`src/rtl/serial_pkg.sv`:
```
// Shared constants, drain-state encoding and a clog2 helper for the serial line buffer.
package serial_pkg;
  localparam logic [7:0] SERIAL_CR = 8'h0D;
  localparam logic [7:0] SERIAL_LF = 8'h0A;
  localparam logic       MODE_BYTE = 1'b0;
  localparam logic       MODE_LINE = 1'b1;

  typedef enum logic [1:0] {DRAIN_IDLE, DRAIN_SEND, DRAIN_WAIT} drain_state_t;

  function automatic int clog2(input int n);
    int r;
    r = 0;
    while ((1 << r) < n) r++;
    return r;
  endfunction
endpackage

```
`src/rtl/serial_line_buffer_fifo_sync.sv`:
```
// Synchronous FIFO: registered level, combinational head-of-queue read, one cycle write-to-visible.
// Writes when full and reads when empty are ignored; the caller decides what a refused write means.
module fifo_sync
  import serial_pkg::*;
#(
  parameter int WIDTH = 8,
  parameter int DEPTH = 16
) (
  input  logic                   clk,
  input  logic                   reset,
  input  logic                   wr_en,
  input  logic [WIDTH-1:0]       wr_data,
  input  logic                   rd_en,
  output logic [WIDTH-1:0]       rd_data,
  output logic [clog2(DEPTH):0]  level,
  output logic                   full,
  output logic                   empty
);
  localparam int AW = clog2(DEPTH);
  localparam int LW = AW + 1;

  logic [WIDTH-1:0] mem [DEPTH];
  logic [AW-1:0]    wr_ptr;
  logic [AW-1:0]    rd_ptr;
  logic             do_wr;
  logic             do_rd;

  assign full    = (level == LW'(DEPTH));
  assign empty   = (level == '0);
  assign do_wr   = wr_en && !full;
  assign do_rd   = rd_en && !empty;
  assign rd_data = mem[rd_ptr];

  // DEPTH is a power of two, so pointer overflow is the modulo wrap.
  always_ff @(posedge clk) begin
    if (reset) begin
      wr_ptr <= '0;
      rd_ptr <= '0;
      level  <= '0;
    end else begin
      if (do_wr) wr_ptr <= wr_ptr + AW'(1);
      if (do_rd) rd_ptr <= rd_ptr + AW'(1);
      level <= level + LW'(do_wr) - LW'(do_rd);
    end
  end

  always_ff @(posedge clk) begin
    if (do_wr) mem[wr_ptr] <= wr_data;
  end
endmodule

```
`src/rtl/serial_line_buffer.sv`:
```
// RX-to-TX byte buffer with optional line hold, sticky overflow and fill level.
// rx_strobe to tx_strobe is two cycles when idle; tx_ready gates pops, at most one pop every other cycle.
module serial_line_buffer
  import serial_pkg::*;
#(
  parameter int               WIDTH      = 8,
  parameter int               DEPTH      = 16,
  parameter logic [WIDTH-1:0] TERMINATOR = WIDTH'(SERIAL_CR)
) (
  input  logic                  mclk,
  input  logic                  reset,
  input  logic [WIDTH-1:0]      rx_data,
  input  logic                  rx_strobe,
  input  logic                  tx_ready,
  output logic [WIDTH-1:0]      tx_data,
  output logic                  tx_strobe,
  input  logic                  line_mode,
  input  logic                  clear_overflow,
  output logic                  overflow,
  output logic [clog2(DEPTH):0] level
);
  localparam int LW = clog2(DEPTH) + 1;

  drain_state_t     state;
  logic [LW-1:0]    lines_pending;
  logic             flush;
  logic [WIDTH-1:0] rd_data;
  logic             full;
  logic             empty;
  logic             accept;
  logic             release_ok;
  logic             can_pop;
  logic             pop;
  logic             term_in;
  logic             term_out;

  assign accept     = rx_strobe && !full;
  assign release_ok = (line_mode == MODE_BYTE) || (lines_pending != '0) || flush;
  assign can_pop    = !empty && release_ok;
  // Never pop in the strobe cycle: tx_ready only drops one cycle after the transmitter loads.
  assign pop        = can_pop && tx_ready && (state != DRAIN_SEND);
  assign term_in    = accept && (rx_data == TERMINATOR);
  assign term_out   = pop && (rd_data == TERMINATOR);

  fifo_sync #(.WIDTH(WIDTH), .DEPTH(DEPTH)) u_fifo (
    .clk     (mclk),
    .reset   (reset),
    .wr_en   (rx_strobe),
    .wr_data (rx_data),
    .rd_en   (pop),
    .rd_data (rd_data),
    .level   (level),
    .full    (full),
    .empty   (empty)
  );

  always_ff @(posedge mclk) begin
    if (reset) begin
      state         <= DRAIN_IDLE;
      tx_strobe     <= 1'b0;
      tx_data       <= '0;
      overflow      <= 1'b0;
      lines_pending <= '0;
      flush         <= 1'b0;
    end else begin
      tx_strobe <= pop;
      if (pop) tx_data <= rd_data;

      if (pop)          state <= DRAIN_SEND;
      else if (can_pop) state <= DRAIN_WAIT;
      else              state <= DRAIN_IDLE;

      if (rx_strobe && full)  overflow <= 1'b1;
      else if (clear_overflow) overflow <= 1'b0;

      if (term_in && !term_out)      lines_pending <= lines_pending + LW'(1);
      else if (!term_in && term_out) lines_pending <= lines_pending - LW'(1);

      // A full buffer with no complete line would never drain in line mode.
      if (line_mode == MODE_LINE && full && lines_pending == '0) flush <= 1'b1;
      else if (empty)                                           flush <= 1'b0;
    end
  end
endmodule

```
`config.mk`:
```
export PLATFORM = sky130hd
export DESIGN_NAME = serial_line_buffer
export DESIGN_NICKNAME = d
export VERILOG_FILES = /design/src/rtl/serial_pkg.sv /design/src/rtl/serial_line_buffer_fifo_sync.sv /design/src/rtl/serial_line_buffer.sv
export SDC_FILE = /design/constraint.sdc
export NUM_CORES = 1
export LEC_CHECK = 0
export ABC_AREA = 0
export CORE_ASPECT_RATIO = 2
export CORE_MARGIN = 2
export CORE_UTILIZATION = 40
export CTS_BUF_LIST = sky130_fd_sc_hd__clkbuf_8 sky130_fd_sc_hd__clkbuf_16
export CTS_CLUSTER_DIAMETER = 30
export DETAILED_ROUTE_END_ITERATION = 7
export GPL_TIMING_DRIVEN = 1
export PLACE_DENSITY = 0.56
export SYNTH_ARGS = -nofsm -noshare
export SYNTH_HDL_FRONTEND = slang
export SYNTH_HIERARCHICAL = 1
export SYNTH_SLANG_ARGS = --single-unit
export TNS_END_PERCENT = 1
```
`constraint.sdc`:
```
create_clock -name mclk -period 6.6 [get_ports mclk]
set_clock_uncertainty 0.1 [all_clocks]
set_input_delay 0.99 -clock mclk [delete_from_list [all_inputs] [get_ports mclk]]
set_output_delay 0.99 -clock mclk [all_outputs]
set_load 0.01 [all_outputs]
```
==> metrics, run 1 <==
Clk pwr share a little over a third; Die Width roughly 95 um; WP buf/inv 1; power density over the cells 335 mW/mm2; Antenna diodes 0; Reg-to-Reg End lines_pending[4]; H-tree Lvls 4; final hold viol count 0; syn avg cell area approximately 17 um2; Synth Instances slightly below 400; switching pwr about 0.69 mW; post-cts resize count 0; register area share after synthesis between 60% and 70%; Root Buffer clkbuf_16; commonest non-fill, non-tap cell in the layout edfxtp_1; clk sinks around 160; CTS buffer count 17; Worst Setup Start Kind flop; setup TNS 0 ns; CP peak stage delay just over 0.9 ns; largest net degree at the start of global routing 35; Worst path depth 12; Reg2Reg Depth 12; Die Area between 0.015 and 0.02 mm2; first-pass GRT wire length ~21000 um; layout cells sized above 1 14.1%; Overflow after GRT 0; final antenna-violating net count 0; core area between 0.015 and 0.02 mm2; design area approximately 0.0077 mm2; Clock Pin Slew Worst Setup and Hold Paths around 0.060 ns; Sw Ratio around 27%; clk_lat worst skew 0.42 ns; synth unique cells 46; Crit path required time around 6.8 ns; Hold-fix buffers, CTS 0; Slew headroom a little over a third; Placer Congestion between 0.7 and 0.8; Critical Setup Path Class reg -> reg; max_cap viols 0; FMAX between 200 and 250 MHz; CP max-delay cell dfxtp_2; CP Max Fanout 27; most frequent cells in the layout edfxtp_1, nor2_1, dfxtp_1; WL met2 a little under 8000 um; Worst setup EP type flop; prevailing post-synth register cell edfxtp_1; Global Route Usage Sum between 15 and 20%; EDFF count, synth between 100 and 150; DP Worst Slack ~1.8 ns; port bufs 28; Clock Path Buffers 2; die height ~190 um; cell mode on critical path ha_1; Final min period ~4.5 ns; Filler cells approximately 1400; DP HPWL slightly above 9000 um; Slew @ Worst Pin 0.947 ns; Pint 1.88 mW; Syn Nets 429; post-DR wirelength/cell approximately 21 um; top cell family by delay on the critical path multiplexers; status completed; Min Hold Slack approximately 0.37 ns; TritonRoute pass-1 iters 4; Rows 66; area grow syn2layout 15.2%; CTS tree yes; post-DR vias/cell approximately 5.4; final setup violation count 0; FF+latch count, synth approximately 160; Comb power frac approximately 18%; Util after Layout roughly 47%; dpl cell area a little over 0.007 mm2; Async S/R FF share, synth 0%; RSZ-0062 raised after global routing false; peak supply drop 0.169 mV; warnings from Yosys 6; top sig layer met4; DR vias approximately 3500; Metal-1 WL just under 5000 um; WL final 13500 um; number of I/O pins 29; # nets final ~470; vias in the first global route 3678; Initial Utilization between 40% and 50%; routed wl met3 375 um; P_leak 2.64 nW; CP arrival 4.69 ns; post-CTS setup buffers 0; antenna violations before repair 0; Critical Path Sink lines_pending[4]; Slew Limit Fails 0; Worst Slack Setup Final about 2.1 ns; Syn Std Cell Area 0.00667 mm2; Starting DRT DRC Count about 140; drt drc 0; R2R Setup Slk ~2.1 ns; worst hold path class reg -> reg; worst-path cell chain mux4_1 > a22oi_1 > nand2_1 > nor4_1 > nand3_1 > ha_1 > inv_1 > ha_1 > nor2b_1 > o22ai_1 > mux2i_1 > mux2_2; crit share post-route approximately two thirds; sequential power share ~48%
==> worst min path at each step <==
stage / from / endpoint / cells past startpoint / slack (ns)
6_report: overflow / overflow / 2 / 0.37
5_1_grt: u_fifo/rd_ptr[1] / flop / 2 / 0.40
4_1_cts: overflow / overflow / 2 / 0.37
3_5_place_dp: overflow / overflow / 2 / 0.36
3_3_place_gp: overflow / overflow / 2 / 0.35
2_1_floorplan: u_fifo/rd_ptr[1] / flop / 2 / 0.36
==> area by class of cell <==
| cell class | count | area (um2) | area share, % |
|---|---|---|---|
| Tap cell | 204 | 255 | 3.32 |
| Sequential cell | 162 | 4530 | 59.0 |
| Multi-Input combinational cell | 199 | 1950 | 25.4 |
| Timing Repair Buffer | 35 | 333 | 4.34 |
| Clock inverter | 15 | 114 | 1.48 |
| Inverter | 20 | 75.1 | 0.978 |
| Clock buffer | 17 | 425 | 5.54 |
==> cell families after synthesis <==
family	synth area share [%]
simple gates	7.71
xor+xnor	1.31
mux	13.1
fa+ha+maj	3.42
compound gates	3.66
buf+inv	2.91
flops	67.9
==> per-layer routing <==
layer  vias to the layer above  GRT usage (%)
met4                         0           7.64
met2                        56           30.3
met3                        16           2.91
li1                       1614              -
met1                      1805           17.4
met5                         -              0
==> per-stage QoR <==
| step | total power [mW] | instances |
|---|---|---|
| 2_1_floorplan | 1.55 | 398 |
| 3_3_place_gp | 1.69 | 620 |
| 3_5_place_dp | 1.71 | 620 |
| 4_1_cts | 2.61 | 652 |
| 5_1_grt | 2.70 | 652 |
| 6_report | 2.57 | 652 |
==> synthesized netlist by cell type, types with 2 or more instances <==
library cell	n	area, um2
nand4_1	2	12.5
and2_1	9	56.3
xor2_1	6	52.6
and4b_1	2	20.0
nand3_1	6	30.0
nor2b_1	8	50.1
edfxtp_1	128	3840
a21o_1	2	15.0
ha_1	15	188
clkbuf_1	6	22.5
or2_2	2	12.5
inv_1	20	75.1
mux4_1	14	368
or3_1	2	12.5
clkdlybuf4s25_2	3	30.0
fa_1	2	40.0
nor3b_1	2	15.0
a22oi_1	16	120
buf_6	4	45.0
nor2_1	33	124
mux2i_1	9	90.1
xnor2_1	4	35.0
mux4_2	18	405
a21oi_1	9	45.0
buf_2	2	10.0
dfxtp_1	34	681
nand2b_1	2	12.5
nor4_1	7	43.8
nand2_1	14	52.6
==> flip-flops by register name, indices dropped and copies added (netlist names), named ones only <==
name,flops
flush,1
lines_pending,5
overflow,1
state,1
tx_data,8
tx_strobe,1
u_fifo/level,5
u_fifo/mem,128
u_fifo/rd_ptr,4
u_fifo/wr_ptr,4
==> power by group through the flow <==
stage | clock (mW) | sequential (mW) | combinational, mW
6_report | 0.894 | 1.22 | 0.456
5_1_grt | 0.958 | 1.24 | 0.502
4_1_cts | 0.918 | 1.23 | 0.462
3_5_place_dp | 0 | 1.25 | 0.460
3_3_place_gp | 0 | 1.25 | 0.448
2_1_floorplan | 0 | 1.21 | 0.338
==> worst register-to-register path, delay by kind of cell, from the launching register on <==
family	cells	cell delay, ns
multiplexers	3	1.23
AND/OR/NAND/NOR	4	1.02
flip-flops	1	0.93
adder cells (fa/ha/maj)	2	0.54
AO/OA/AOI/OAI	2	0.42
buffers and inverters	1	0.13
Power figures use the tool's default switching activity.
==> run 2: changes to the inputs <==
==> constraint.sdc (replaced) <==
create_clock -name mclk -period 4.6 [get_ports mclk]
set_clock_uncertainty 0.1 [all_clocks]
set_input_delay 0.69 -clock mclk [delete_from_list [all_inputs] [get_ports mclk]]
set_output_delay 0.69 -clock mclk [all_outputs]
set_load 0.01 [all_outputs]
==> run 2 against run 1 <==
Compared with the run above: fmax up 14%; critical path type unchanged; sequential share of layout area down 1.1 points; core utilization up 0.90 points; final cell count up 1.8%; hold slack better by 0.012 ns; sequential power up 40%; flip-flop and latch count unchanged.
==> metrics, run 2 (same netlist as run 1, synthesis figures left out) <==
layout cells sized above 1 16.5% (+2.5 points); post-DR vias/cell 5.25 (-1.9%); FMAX 255 MHz (+14%); Placer Congestion 0.740 (-0.58%); first-pass GRT wire length 21300 um (+1.2%); Overflow after GRT 0 (unchanged); H-tree Lvls 4 (unchanged); Reg-to-Reg End lines_pending[4]; Worst Setup Start Kind flop; Die Width 95.3 um (unchanged); Die Area 0.0178 mm2 (unchanged); crit share post-route 85.4% (+17 points); Placed Cells 632 (+1.9%); Slew @ Worst Pin 1.01 ns (+0.0662 ns); Clock Path Buffers 2 (unchanged); drt drc 0 (unchanged); hold path endpoint overflow; Final min period 3.93 ns (-0.557 ns); worst hold path class reg -> reg; core area 0.0163 mm2 (unchanged); status completed; DR vias 3488 (-0.086%); Rows 66 (unchanged); final setup violation count 0 (unchanged); Hold-fix buffers, CTS 0 (unchanged); setup TNS 0 ns (unchanged); max_cap viols 0 (unchanged); cell mode on critical path ha_1; R2R Setup Slk 0.67 ns (-1.44 ns); clk sinks 162 (unchanged); most frequent cells in the layout edfxtp_1, nor2_1, dfxtp_1; post-cts resize count 0 (unchanged); largest net degree at the start of global routing 35 (unchanged); Initial Utilization 41.0% (unchanged); top cell family by delay on the critical path multiplexers; # nets final 478 (+2.6%); vias in the first global route 3752 (+2.0%); Worst Slack Setup Final 0.671 ns (-1.44 ns); Critical Setup Path Class reg -> reg; DP HPWL 9350 um (+0.74%); area grow syn2layout 17.4%; TritonRoute pass-1 iters 4 (unchanged); Filler cells 1379 (-0.86%); Clock Pin Slew Worst Setup and Hold Paths 0.07 ns (about the same); post-CTS setup buffers 0 (unchanged); final hold viol count 0 (unchanged); Antenna diodes 0 (unchanged); power density over the cells 486 mW/mm2 (+45%); Crit path required time 4.82 ns (-1.99 ns); Global Route Usage Sum 16.7% (+0.30 points); WP buf/inv 3 (+2); CP peak stage delay 0.60 ns (-0.33 ns); CP max-delay cell mux4_1; biggest regs u_fifo/mem (128), tx_data (8); clk_lat worst skew 0.42 ns (about the same); worst-path cell chain buf_12 > mux4_1 > a22oi_1 > nand2_1 > nor4_1 > buf_4 > nand3_1 > ha_1 > inv_1 > ha_1 > nor2b_1 > o22ai_1 > mux2i_1 > mux2_2; peak supply drop 0.267 mV (+58%); antenna violations before repair 0 (unchanged); Slew Limit Fails 0 (unchanged); RSZ-0062 raised after global routing false; port bufs 28 (unchanged); WL final 13600 um (+1.4%); Slew headroom 32.2% (-4.4 points); DP Worst Slack 0.611 ns (-1.16 ns); Worst setup EP type flop; CP Max Fanout 32 (+19%); Starting DRT DRC Count 244 (+77%); post-DR wirelength/cell 20.6 um (-0.43%); number of I/O pins 29 (unchanged); commonest non-fill, non-tap cell in the layout edfxtp_1; hold path start overflow; Hold Path Stages 2 (unchanged); final antenna-violating net count 0 (unchanged); Most flops, register u_fifo/mem; max reg flops 128 (unchanged); P_leak 2.73 nW (+3.3%); CTS buffer count 17 (unchanged); CP arrival 4.14 ns (-0.55 ns); die height 187 um (unchanged); Root Buffer clkbuf_16; CTS tree yes; Reg2Reg Depth 14 (+2); final cell count without fillers 664 (+1.8%)
==> run 2: final cells by class <==
cell class                      instances  area, um2  share of cell area (%)
Tap cell                              204        255                    3.26
Timing Repair Buffer                   47        435                    5.57
Inverter                               20       75.1                   0.960
Clock inverter                         15        159                    2.03
Clock buffer                           17        425                    5.44
Sequential cell                       162       4530                    57.8
Multi-Input combinational cell        199       1950                    24.9
==> run 2: how the worst max path moves through the flow <==
stage               from               end  cells after the start
5_1_grt             flop  lines_pending[4]                     14
3_3_place_gp   line_mode   u_fifo/level[4]                     14
3_5_place_dp   line_mode   u_fifo/level[4]                     14
2_1_floorplan  line_mode   u_fifo/level[4]                     14
6_report            flop  lines_pending[4]                     14
4_1_cts             flop  lines_pending[4]                     14
==> run 2: tightest hold or removal path, cell delays in order, from the launching register on <==
cell and delay (ns):
dfxtp_1 0.31, nand2b_1 0.06, a21oi_1 0.06
==> run 2: through the flow <==
step | utilization (%) | area (um2) | hold WS (ns) | power (mW)
global placement | 44.5 | 7240 | 0.355 | 2.45
finish | 48.1 | 7820 | 0.381 | 3.80
floorplan | - | 6670 | 0.363 | 2.23
global route | 48.1 | 7820 | 0.406 | 3.97
CTS | 48.1 | 7820 | 0.388 | 3.85
detailed placement | 44.5 | 7240 | 0.378 | 2.47
==> run 2: where the power goes <==
| group | internal (mW) | leakage [nW] | switching [mW] |
|---|---|---|---|
| clock | 0.729 | 0.289 | 0.646 |
| combinational | 0.358 | 1.01 | 0.360 |
| sequential | 1.66 | 1.43 | 0.0446 |
==> run 2: layer usage <==
layer | track usage, % | wire length, um
met4 | 8.58 | 384
met5 | 0 | 0
met2 | 29.7 | 7800
met3 | 3.31 | 269
met1 | 18.2 | 5200
==> run 3: changes to the inputs <==
--- a/config.mk
+++ b/config.mk
@@ -6,6 +6,7 @@
 export NUM_CORES = 1
 export LEC_CHECK = 0
 export ABC_AREA = 0
+export ABC_CLOCK_PERIOD_IN_PS = 4600
 export CORE_ASPECT_RATIO = 2
 export CORE_MARGIN = 2
 export CORE_UTILIZATION = 40
@@ -13,7 +14,7 @@
 export CTS_CLUSTER_DIAMETER = 30
 export DETAILED_ROUTE_END_ITERATION = 7
 export GPL_TIMING_DRIVEN = 1
-export PLACE_DENSITY = 0.56
+export PLACE_DENSITY = 0.67
 export SYNTH_ARGS = -nofsm -noshare
 export SYNTH_HDL_FRONTEND = slang
 export SYNTH_HIERARCHICAL = 1
==> run 3 against run 2 <==
Compared with the run above: routed wire length fell by 0.95%; design area grew 0.43%; critical path type unchanged; final cell count is 0.45% higher; core utilization rose by 0.21 points.
==> metrics, run 3 (same netlist as run 1, synthesis figures left out) <==
switching pwr 0.986 mW (-6.2%); DP HPWL 9510 um (+1.7%); worst-path cell chain buf_4 > mux4_1 > a22oi_1 > nand2_1 > and4b_1 > nand3_1 > ha_1 > inv_1 > ha_1 > nor2b_1 > o22ai_1 > mux2i_1 > mux2_2; H-tree Lvls 4 (unchanged); Metal-1 WL 4860 um (-6.5%); Rows 66 (unchanged); number of I/O pins 29 (unchanged); commonest non-fill, non-tap cell in the layout edfxtp_1; # nets final 481 (+0.63%); Sw Ratio 25.5% (-2.2 points); CP max-delay cell dfxtp_2; P_leak 2.75 nW (+0.67%); Worst Setup Start Kind flop; cell mode on critical path ha_1; Worst setup EP type flop; layout cells sized above 1 16.6% (+0.11 points); Clk pwr share 37.0% (+0.8 points); setup TNS 0 ns (unchanged); Starting DRT DRC Count 257 (+5.3%); post-DR vias/cell 5.32 (+1.3%); Slew headroom 19.8% (-12 points); clk_lat worst skew 0.42 ns (about the same); sequential power share 44.7% (-0.2 points); crit share post-route 86.4% (+0.96 points); max reg flops 128 (unchanged); core area 0.0163 mm2 (unchanged); R2R Setup Slk 0.63 ns (-0.04 ns); Placer Congestion 0.821 (+11%); max_cap viols 0 (unchanged); antenna violations before repair 0 (unchanged); Root Buffer clkbuf_16; Slew Limit Fails 0 (unchanged); first-pass GRT wire length 21000 um (-1.6%); DR vias 3551 (+1.8%); Most flops, register u_fifo/mem; Die Area 0.0178 mm2 (unchanged); final hold viol count 0 (unchanged); worst hold path class reg -> reg; Pint 2.89 mW (+5.0%); post-DR wirelength/cell 20.3 um (-1.4%); vias in the first global route 3720 (-0.85%); die height 187 um (unchanged); status completed; routed wl met3 367 um (+36%); Initial Utilization 41.0% (unchanged); Hold-fix buffers, CTS 0 (unchanged); port bufs 28 (unchanged); peak supply drop 0.229 mV (-14%); RSZ-0062 raised after global routing false; biggest regs u_fifo/mem (128), tx_data (8); WL final 13500 um (-0.95%); CP arrival 4.17 ns (+0.03 ns); final antenna-violating net count 0 (unchanged); Overflow after GRT 0 (unchanged); CP peak stage delay 0.70 ns (+0.10 ns); Die Width 95.3 um (unchanged); Comb power frac 18.4% (-0.5 points); power density over the cells 493 mW/mm2 (+1.5%); area grow syn2layout 17.9%; post-cts resize count 0 (unchanged); largest net degree at the start of global routing 35 (unchanged); Global Route Usage Sum 16.3% (-0.39 points); Min Hold Slack 0.373 ns (-0.00748 ns); top sig layer met4; Clock Path Buffers 2 (unchanged); most frequent cells in the layout edfxtp_1, nor2_1, dfxtp_1; CP Max Fanout 18 (-44%); Clock Pin Slew Worst Setup and Hold Paths 0.06 ns (about the same); Antenna diodes 0 (unchanged); TritonRoute pass-1 iters 4 (unchanged); clk sinks 162 (unchanged); Final min period 3.97 ns (+0.0443 ns); CTS buffer count 17 (unchanged); Slew @ Worst Pin 1.20 ns (+0.186 ns); WP buf/inv 2 (-1); FMAX 252 MHz (-1.1%); final setup violation count 0 (unchanged); post-CTS setup buffers 0 (unchanged); WL met2 8060 um (+3.4%); Critical Setup Path Class reg -> reg; top cell family by delay on the critical path multiplexers; Util after Layout 48.3% (+0.21 points); Crit path required time 4.80 ns (-0.02 ns); CTS tree yes; drt drc 0 (unchanged)
==> run 3: final timing paths <==
check                              start               end  cells after the start
worst max-delay path                flop  lines_pending[4]                     13
worst min-delay path            overflow          overflow                      2
worst max register to register      flop  lines_pending[4]                     13
worst min register to register  overflow          overflow                      2
==> run 3: through the flow <==
step                std cells  total power [mW]  worst slack [ns]  area (um2)
floorplan                 398              2.23              1.11        6670
global placement          635              2.45             0.582        7250
detailed placement        635              2.48             0.498        7250
CTS                       667              3.91             0.609        7860
global route              667              4.03             0.341        7860
finish                    667              3.87             0.627        7860
==> run 3: power by group through the flow <==
stage                     combinational [mW]  sequential, mW  clock (mW)
after global routing                   0.776            1.74        1.52
final                                  0.711            1.73        1.43
after CTS                              0.722            1.73        1.46
after global placement                 0.693            1.76           0
after detailed placement               0.716            1.76           0
after floorplan                        0.485            1.74           0
==> run 3: per-layer routing <==
layer | vias to the layer above | GRT usage [%]
li1 | 1645 | -
met1 | 1816 | 17.0
met2 | 76 | 30.5
met3 | 14 | 3.55
met4 | 0 | 6.47
met5 | - | 0
==> run 3: final cells by class <==
class | count | area (um2)
clock buffers | 17 | 425
inverters | 20 | 75.1
repair buffers | 50 | 445
well taps | 204 | 255
flip-flops and latches | 162 | 4530
clock inverters | 15 | 183
multi-input cells | 199 | 1950
fillers | 1344 | 8410
==> run 3: worst min-delay path, cell delays in order (launching register included) <==
cell and delay, ns:
dfxtp_1 0.31, nand2b_1 0.07, a21oi_1 0.05
